### config.mk
export PLATFORM = sky130hd
export DESIGN_NAME = bus_sequencer
export DESIGN_NICKNAME = d
export VERILOG_FILES = /design/src/rtl/bus_pkg.sv /design/src/rtl/wait_counter.sv /design/src/rtl/bus_sequencer.sv
export SDC_FILE = /design/constraint.sdc
export NUM_CORES = 1
export LEC_CHECK = 0
export ABC_AREA = 1
export CAP_MARGIN = 40
export CORE_UTILIZATION = 25
export CTS_CLUSTER_SIZE = 12
export DETAILED_ROUTE_END_ITERATION = 16
export HOLD_SLACK_MARGIN = 0.03
export PLACE_DENSITY = 0.52
export SYNTH_ARGS = -nofsm -noshare
export SYNTH_HDL_FRONTEND = slang
export SYNTH_SLANG_ARGS = --single-unit
### constraint.sdc
create_clock -name Clock -period 1.6 [get_ports Clock]
set_input_delay 0.32 -clock Clock [delete_from_list [all_inputs] [get_ports Clock]]
set_output_delay 0.32 -clock Clock [all_outputs]
set_load 0.02 [all_outputs]
### src/rtl/bus_pkg.sv
// Shared definitions for the multiplexed address/data bus sequencer.
//   bus_state_t : sequencer FSM states
//   bus_op_t    : transfer opcode (read / write)
//   bus_pins_t  : registered external pin bundle plus status flags
//   pins_for()  : pin values that belong to a given state
package bus_pkg;

  localparam int WAIT_MAX = 3;
  localparam int WAIT_W   = $clog2(WAIT_MAX + 1);
  localparam int BUS_W    = 16;

  typedef enum logic [2:0] {
    IDLE = 3'd0,
    ADDR = 3'd1,
    HOLD = 3'd2,
    DATA = 3'd3,
    DONE = 3'd4
  } bus_state_t;

  typedef enum logic {
    OP_READ  = 1'b0,
    OP_WRITE = 1'b1
  } bus_op_t;

  typedef struct packed {
    logic             ale;
    logic             enb;
    logic             nme;
    logic             noe;
    logic             nwe;
    logic             busy;
    logic             ready;
    logic [BUS_W-1:0] adout;
  } bus_pins_t;

  // Pins are a pure function of the state being entered, so feeding this the
  // next state gives registered outputs with no extra cycle of delay.
  function automatic bus_pins_t pins_for(bus_state_t st, bus_op_t op,
                                         logic [BUS_W-1:0] addr,
                                         logic [BUS_W-1:0] wdata);
    bus_pins_t p;
    p.ale   = 1'b0;
    p.enb   = 1'b0;
    p.nme   = 1'b1;
    p.noe   = 1'b1;
    p.nwe   = 1'b1;
    p.busy  = 1'b1;
    p.ready = 1'b0;
    p.adout = '0;
    case (st)
      ADDR: begin
        p.ale   = 1'b1;
        p.enb   = 1'b1;
        p.adout = addr;
      end
      HOLD: begin
        p.enb   = 1'b1;
        p.nme   = 1'b0;
        p.adout = addr;
      end
      DATA: begin
        p.nme = 1'b0;
        if (op == OP_WRITE) begin
          p.enb   = 1'b1;
          p.nwe   = 1'b0;
          p.adout = wdata;
        end else begin
          p.noe = 1'b0;
        end
      end
      DONE:    p.ready = 1'b1;
      default: p.busy  = 1'b0;
    endcase
    return p;
  endfunction

endpackage

### src/rtl/wait_counter.sv
// Data-phase wait-state down counter.
//   clk, rst  : clock, synchronous active-high reset (count -> 0)
//   load      : load load_val (takes priority over dec)
//   dec       : decrement, saturating at zero
//   load_val  : value to load
//   zero      : count is zero
module wait_counter
  import bus_pkg::*;
(
  input  logic              clk,
  input  logic              rst,
  input  logic              load,
  input  logic              dec,
  input  logic [WAIT_W-1:0] load_val,
  output logic              zero
);

  logic [WAIT_W-1:0] count;

  always_ff @(posedge clk) begin
    if (rst) begin
      count <= '0;
    end else if (load) begin
      count <= load_val;
    end else if (dec && (count != '0)) begin
      count <= count - WAIT_W'(1);
    end
  end

  assign zero = (count == '0);

endmodule

### src/rtl/bus_sequencer.sv
// Sequencer for a multiplexed 16-bit address/data memory bus.
// A request captured in IDLE walks ADDR -> HOLD -> DATA (WaitStates+1 cycles)
// -> DONE -> IDLE. All pins are registered.
//   Clock, Reset            : clock, synchronous active-high reset
//   Req, Write, Addr, WData,
//   WaitStates              : transfer request and its parameters
//   ADIn                    : bus read path
//   ADOut, ENB              : bus drive value and output enable
//   ALE, nME, nOE, nWE      : memory strobes
//   RData                   : last completed read
//   Busy, Ready             : not-idle flag, one-cycle completion pulse
module bus_sequencer
  import bus_pkg::*;
(
  input  logic              Clock,
  input  logic              Reset,
  input  logic              Req,
  input  logic              Write,
  input  logic [BUS_W-1:0]  Addr,
  input  logic [BUS_W-1:0]  WData,
  input  logic [WAIT_W-1:0] WaitStates,
  input  logic [BUS_W-1:0]  ADIn,
  output logic [BUS_W-1:0]  ADOut,
  output logic              ENB,
  output logic              ALE,
  output logic              nME,
  output logic              nOE,
  output logic              nWE,
  output logic [BUS_W-1:0]  RData,
  output logic              Busy,
  output logic              Ready
);

  bus_state_t        state, state_nxt;
  bus_op_t           op_q, op_nxt;
  logic [BUS_W-1:0]  addr_q, addr_nxt;
  logic [BUS_W-1:0]  wdata_q, wdata_nxt;
  logic [WAIT_W-1:0] waits_q, waits_nxt;
  logic              cnt_load, cnt_dec, cnt_zero;
  bus_pins_t         pins_nxt;

  wait_counter u_wait (
    .clk      (Clock),
    .rst      (Reset),
    .load     (cnt_load),
    .dec      (cnt_dec),
    .load_val (waits_q),
    .zero     (cnt_zero)
  );

  always_comb begin
    state_nxt = state;
    op_nxt    = op_q;
    addr_nxt  = addr_q;
    wdata_nxt = wdata_q;
    waits_nxt = waits_q;
    case (state)
      IDLE: begin
        if (Req) begin
          state_nxt = ADDR;
          op_nxt    = Write ? OP_WRITE : OP_READ;
          addr_nxt  = Addr;
          wdata_nxt = WData;
          waits_nxt = WaitStates;
        end
      end
      ADDR:    state_nxt = HOLD;
      HOLD:    state_nxt = DATA;
      DATA:    if (cnt_zero) state_nxt = DONE;
      DONE:    state_nxt = IDLE;
      default: state_nxt = IDLE;
    endcase
    // Counter holds WaitStates during the first DATA cycle and reaches zero
    // on the last one.
    cnt_load = (state == HOLD);
    cnt_dec  = (state == DATA);
    pins_nxt = pins_for(state_nxt, op_nxt, addr_nxt, wdata_nxt);
  end

  always_ff @(posedge Clock) begin
    if (Reset) begin
      state <= IDLE;
      ALE   <= 1'b0;
      ENB   <= 1'b0;
      nME   <= 1'b1;
      nOE   <= 1'b1;
      nWE   <= 1'b1;
      Busy  <= 1'b0;
      Ready <= 1'b0;
      ADOut <= '0;
      RData <= '0;
    end else begin
      state <= state_nxt;
      {ALE, ENB, nME, nOE, nWE, Busy, Ready, ADOut} <= pins_nxt;
      if ((state == DATA) && cnt_zero && (op_q == OP_READ)) begin
        RData <= ADIn;
      end
    end
  end

  // Captured transfer parameters; only consulted while a transfer is active.
  always_ff @(posedge Clock) begin
    op_q    <= op_nxt;
    addr_q  <= addr_nxt;
    wdata_q <= wdata_nxt;
    waits_q <= waits_nxt;
  end

endmodule

==> out/metrics.csv <==
metric;value;unit
worst_r2r_path_depth;8;
clkLatencyLatePin;340;ps
first_pass_iters;10;
finalCriticalPeriod;1440;ps
p_clk_frac;0.282;
post-synth-top-area-cell;dfxtp_1;
power_per_cell_area;1180;nW/um^2
cp.arrival;1700;ps
finalHoldViolations;0;
cts_tree;yes;
maxSlewHeadroom;0.822;
setup.worst_path.start_class;flip-flop;
min_path_cells;2;
hold_ws;452;ps
syn-cell-area;2780;sq um
worst-slew-pin-transition;266;ps
synth_top_cell_area_share;0.554;
ir_worst_vdd;0.502;mV
die_area;11600;sq um
hold_path.class;reg -> reg;
timing.hold.worst_endpoint;wdata_q[15]$_DFF_P_;
insertedDiodeCount;0;
synth-edff-count;2;
violated_checks;design-rule violations;
grt_start_max_net_pins;23;
die_x;107;um
yosys_register_bits;79;
finalWeightedCongestion;0.694;
synth_nets;387;
floorplan.initialDensity;0.257;
critical_path.reg2reg.endpoint;ADOut[14]$_SDFF_PP0_;
io_pins;93;
netlist_top_cells_count;nand2_1 (102), dfxtp_1 (77), nor2_1 (38);
pwr-share-comb;0.226;
post_synth_inst_count;332;
htree_num_levels;3;
ys_async_sr_fraction;0;
final_nets;494;
io_buffers;92;
setup_viol;0;
tritoncts.num_buffers;9;
first_global_vias;2487;
clockRootBuffer;clkbuf_8;
route.vias.total;2452;
p_leak;1.99;nW
drt.antenna.violating_nets;0;
post_synth_main_area_contributors;dfxtp_1 (55%), nand2_1 (14%), nand3_1 (6.5%);
number_of_max_slew_violations_in_the_final_report;0;
cts_buffer_depth;2;
critical_path.endpoint_type;flip-flop;
wl_per_cell;12.4;um
drt_iter0_markers;83;
globalRoute.totalOverflow;0;
status;finished, violations left;
antenna_found_initial;1;
commonest_register_cell_after_synthesis;dfxtp_1;
power.net_switching;1.46;mW
grtUsageTotal;0.134;
routed_wl;7250;um
reg2reg_setup_slack;160;ps
core_area;10800;sq um
clkSlewWorstSetupHoldPaths;80;ps
die_y;107;um
layout_worst_path_cycle_share;0.897;
worst_hold_startpoint;wdata_q[15]$_DFF_P_;
nFillCells;1141;
clock_skew;10.8;ps
seq_power_share;0.492;
proportion_of_synthesized_chip_area_in_sequential_cells;0.576;
yosys_warn_count;0;
drcViolationCount;1;
power.total;4.84;mW
avgViaCountPerCell;4.20;
placement_rows;38;
r2r_start;state[2]$_SDFF_PP0_;
critPathMaxFanout;15;
synth_cell_types;25;
yosys.cell_count.top_type;nand2_1;
layout-drive-gt1-share;0.106;
sw_frac_of_total;0.302;
intPower;3.38;mW
clock-sinks;79;
hpwl;5180;um
syn_area_cell;8.38;sq um
grt_setup_unrepaired;false;
crit_required;1860;ps
ws_path_type;reg -> reg;
grt_pass1_wl;11900;um
maxCapViolations;0;
highest_clock_rate;697;MHz
flow.area_growth_from_synthesis;47.3;%
==> power groups by stage <==
stage	Sequential, mW	Clock (mW)	Combinational, mW
finish	2.38	1.37	1.10
global route	2.42	1.51	1.24
CTS	2.39	1.43	1.12
detailed placement	2.43	0	1.13
global placement	2.43	0	1.12
floorplan	2.51	0	0.555
==> worst max-delay path by stage <==
stage | startpoint | end | slack (ps) | cells after the start
finish | state[2]$_SDFF_PP0_ | ADOut[14]$_SDFF_PP0_ | 160 | 8
detailed placement | Req | ADOut[14]$_SDFF_PP0_ | -150 | 9
floorplan | state[1]$_SDFF_PP0_ | RData[10]$_SDFFE_PP0P_ | 230 | 8
global route | state[2]$_SDFF_PP0_ | ADOut[14]$_SDFF_PP0_ | 10 | 8
CTS | ADOut[1]$_SDFF_PP0_ | ADOut[1] | 0.7 | 1
global placement | Req | ADOut[14]$_SDFF_PP0_ | -130 | 9
==> final cells by class <==
cell class	count	area [sq um]	share of cell area
Inverter	10	40.0	0.00977
Clock buffer	11	141	0.0345
Timing Repair Buffer	111	1050	0.257
Multi-Input combinational cell	228	1040	0.255
Tap cell	140	175	0.0428
Sequential cell	79	1600	0.391
Clock inverter	5	40.0	0.00977
==> flip-flops by register name, summed over array words and instances (netlist names) <==
name,cells
u_wait.count,2
ADOut,16
nWE,1
Busy,1
nOE,1
ALE,1
wdata_q,16
ENB,1
op_q,1
addr_q,16
nME,1
state,3
Ready,1
RData,16
waits_q,2
==> cells by family after synthesis <==
logic type / count (synthesis) / synth area share
compound gates: 40 / 0.0783
xor+xnor: 1 / 0.00315
fa+ha+maj: 1 / 0.00450
buf+inv: 25 / 0.0486
flops: 79 / 0.576
simple gates: 186 / 0.290
==> repair_timing <==
| item | in CTS | in global routing |
|---|---|---|
| setup endpoints to repair | 33 | 7 |
| buffers inserted | 3 | 0 |
| resized for setup | 32 | 7 |
| hold buffers | 0 | 0 |
| pin swaps | 1 | 0 |
==> layer usage <==
layer	share of wire	track usage
met5	0.0018	0
met4	0.0098	0.0362
met3	0.10	0.0666
met2	0.44	0.215
met1	0.44	0.158
==> critical path, cell delays in order (launching register included) <==
cell and delay [ps]:
dfxtp_1 460, buf_4 180, nor2_8 50, nand2_8 80, buf_4 210, nand2_1 70
nand2_1 80, nand3_1 80, a21oi_1 140
==> per-stage QoR <==
stage	std cells	cell area (sq um)	util	setup TNS (ps)	setup slack, ps
finish	584	4100	0.378	0	165
global route	584	4100	0.378	0	10.9
CTS	584	4080	0.376	0	0.707
detailed placement	565	3920	0.361	-2090	-150
global placement	565	3920	0.361	-2070	-130
floorplan	332	2780	-	0	229
==> placed cells by master, fill, tap and decap left out <==
cell / count
nand2_1: 102
dfxtp_1: 77
clkdlybuf4s50_1: 53
nor2_1: 38
nand3_1: 36
dlygate4sd2_1: 32
a21oi_1: 18
buf_4: 18
o21ai_0: 16
clkbuf_8: 10
inv_1: 8
dlymetal6s2s_1: 7
nand2_2: 4
o21ai_1: 4
nor2_4: 2
clkinv_4: 2
inv_6: 2
edfxtp_1: 2
nor2_8: 1
nand2_8: 1
inv_4: 1
nor2_2: 1
o31ai_4: 1
inv_2: 1
xor2_1: 1
a31oi_1: 1
or2_2: 1
ha_1: 1
clkinv_2: 1
clkbuf_1: 1
buf_12: 1
Note: power is estimated with default switching activity, not from simulation.
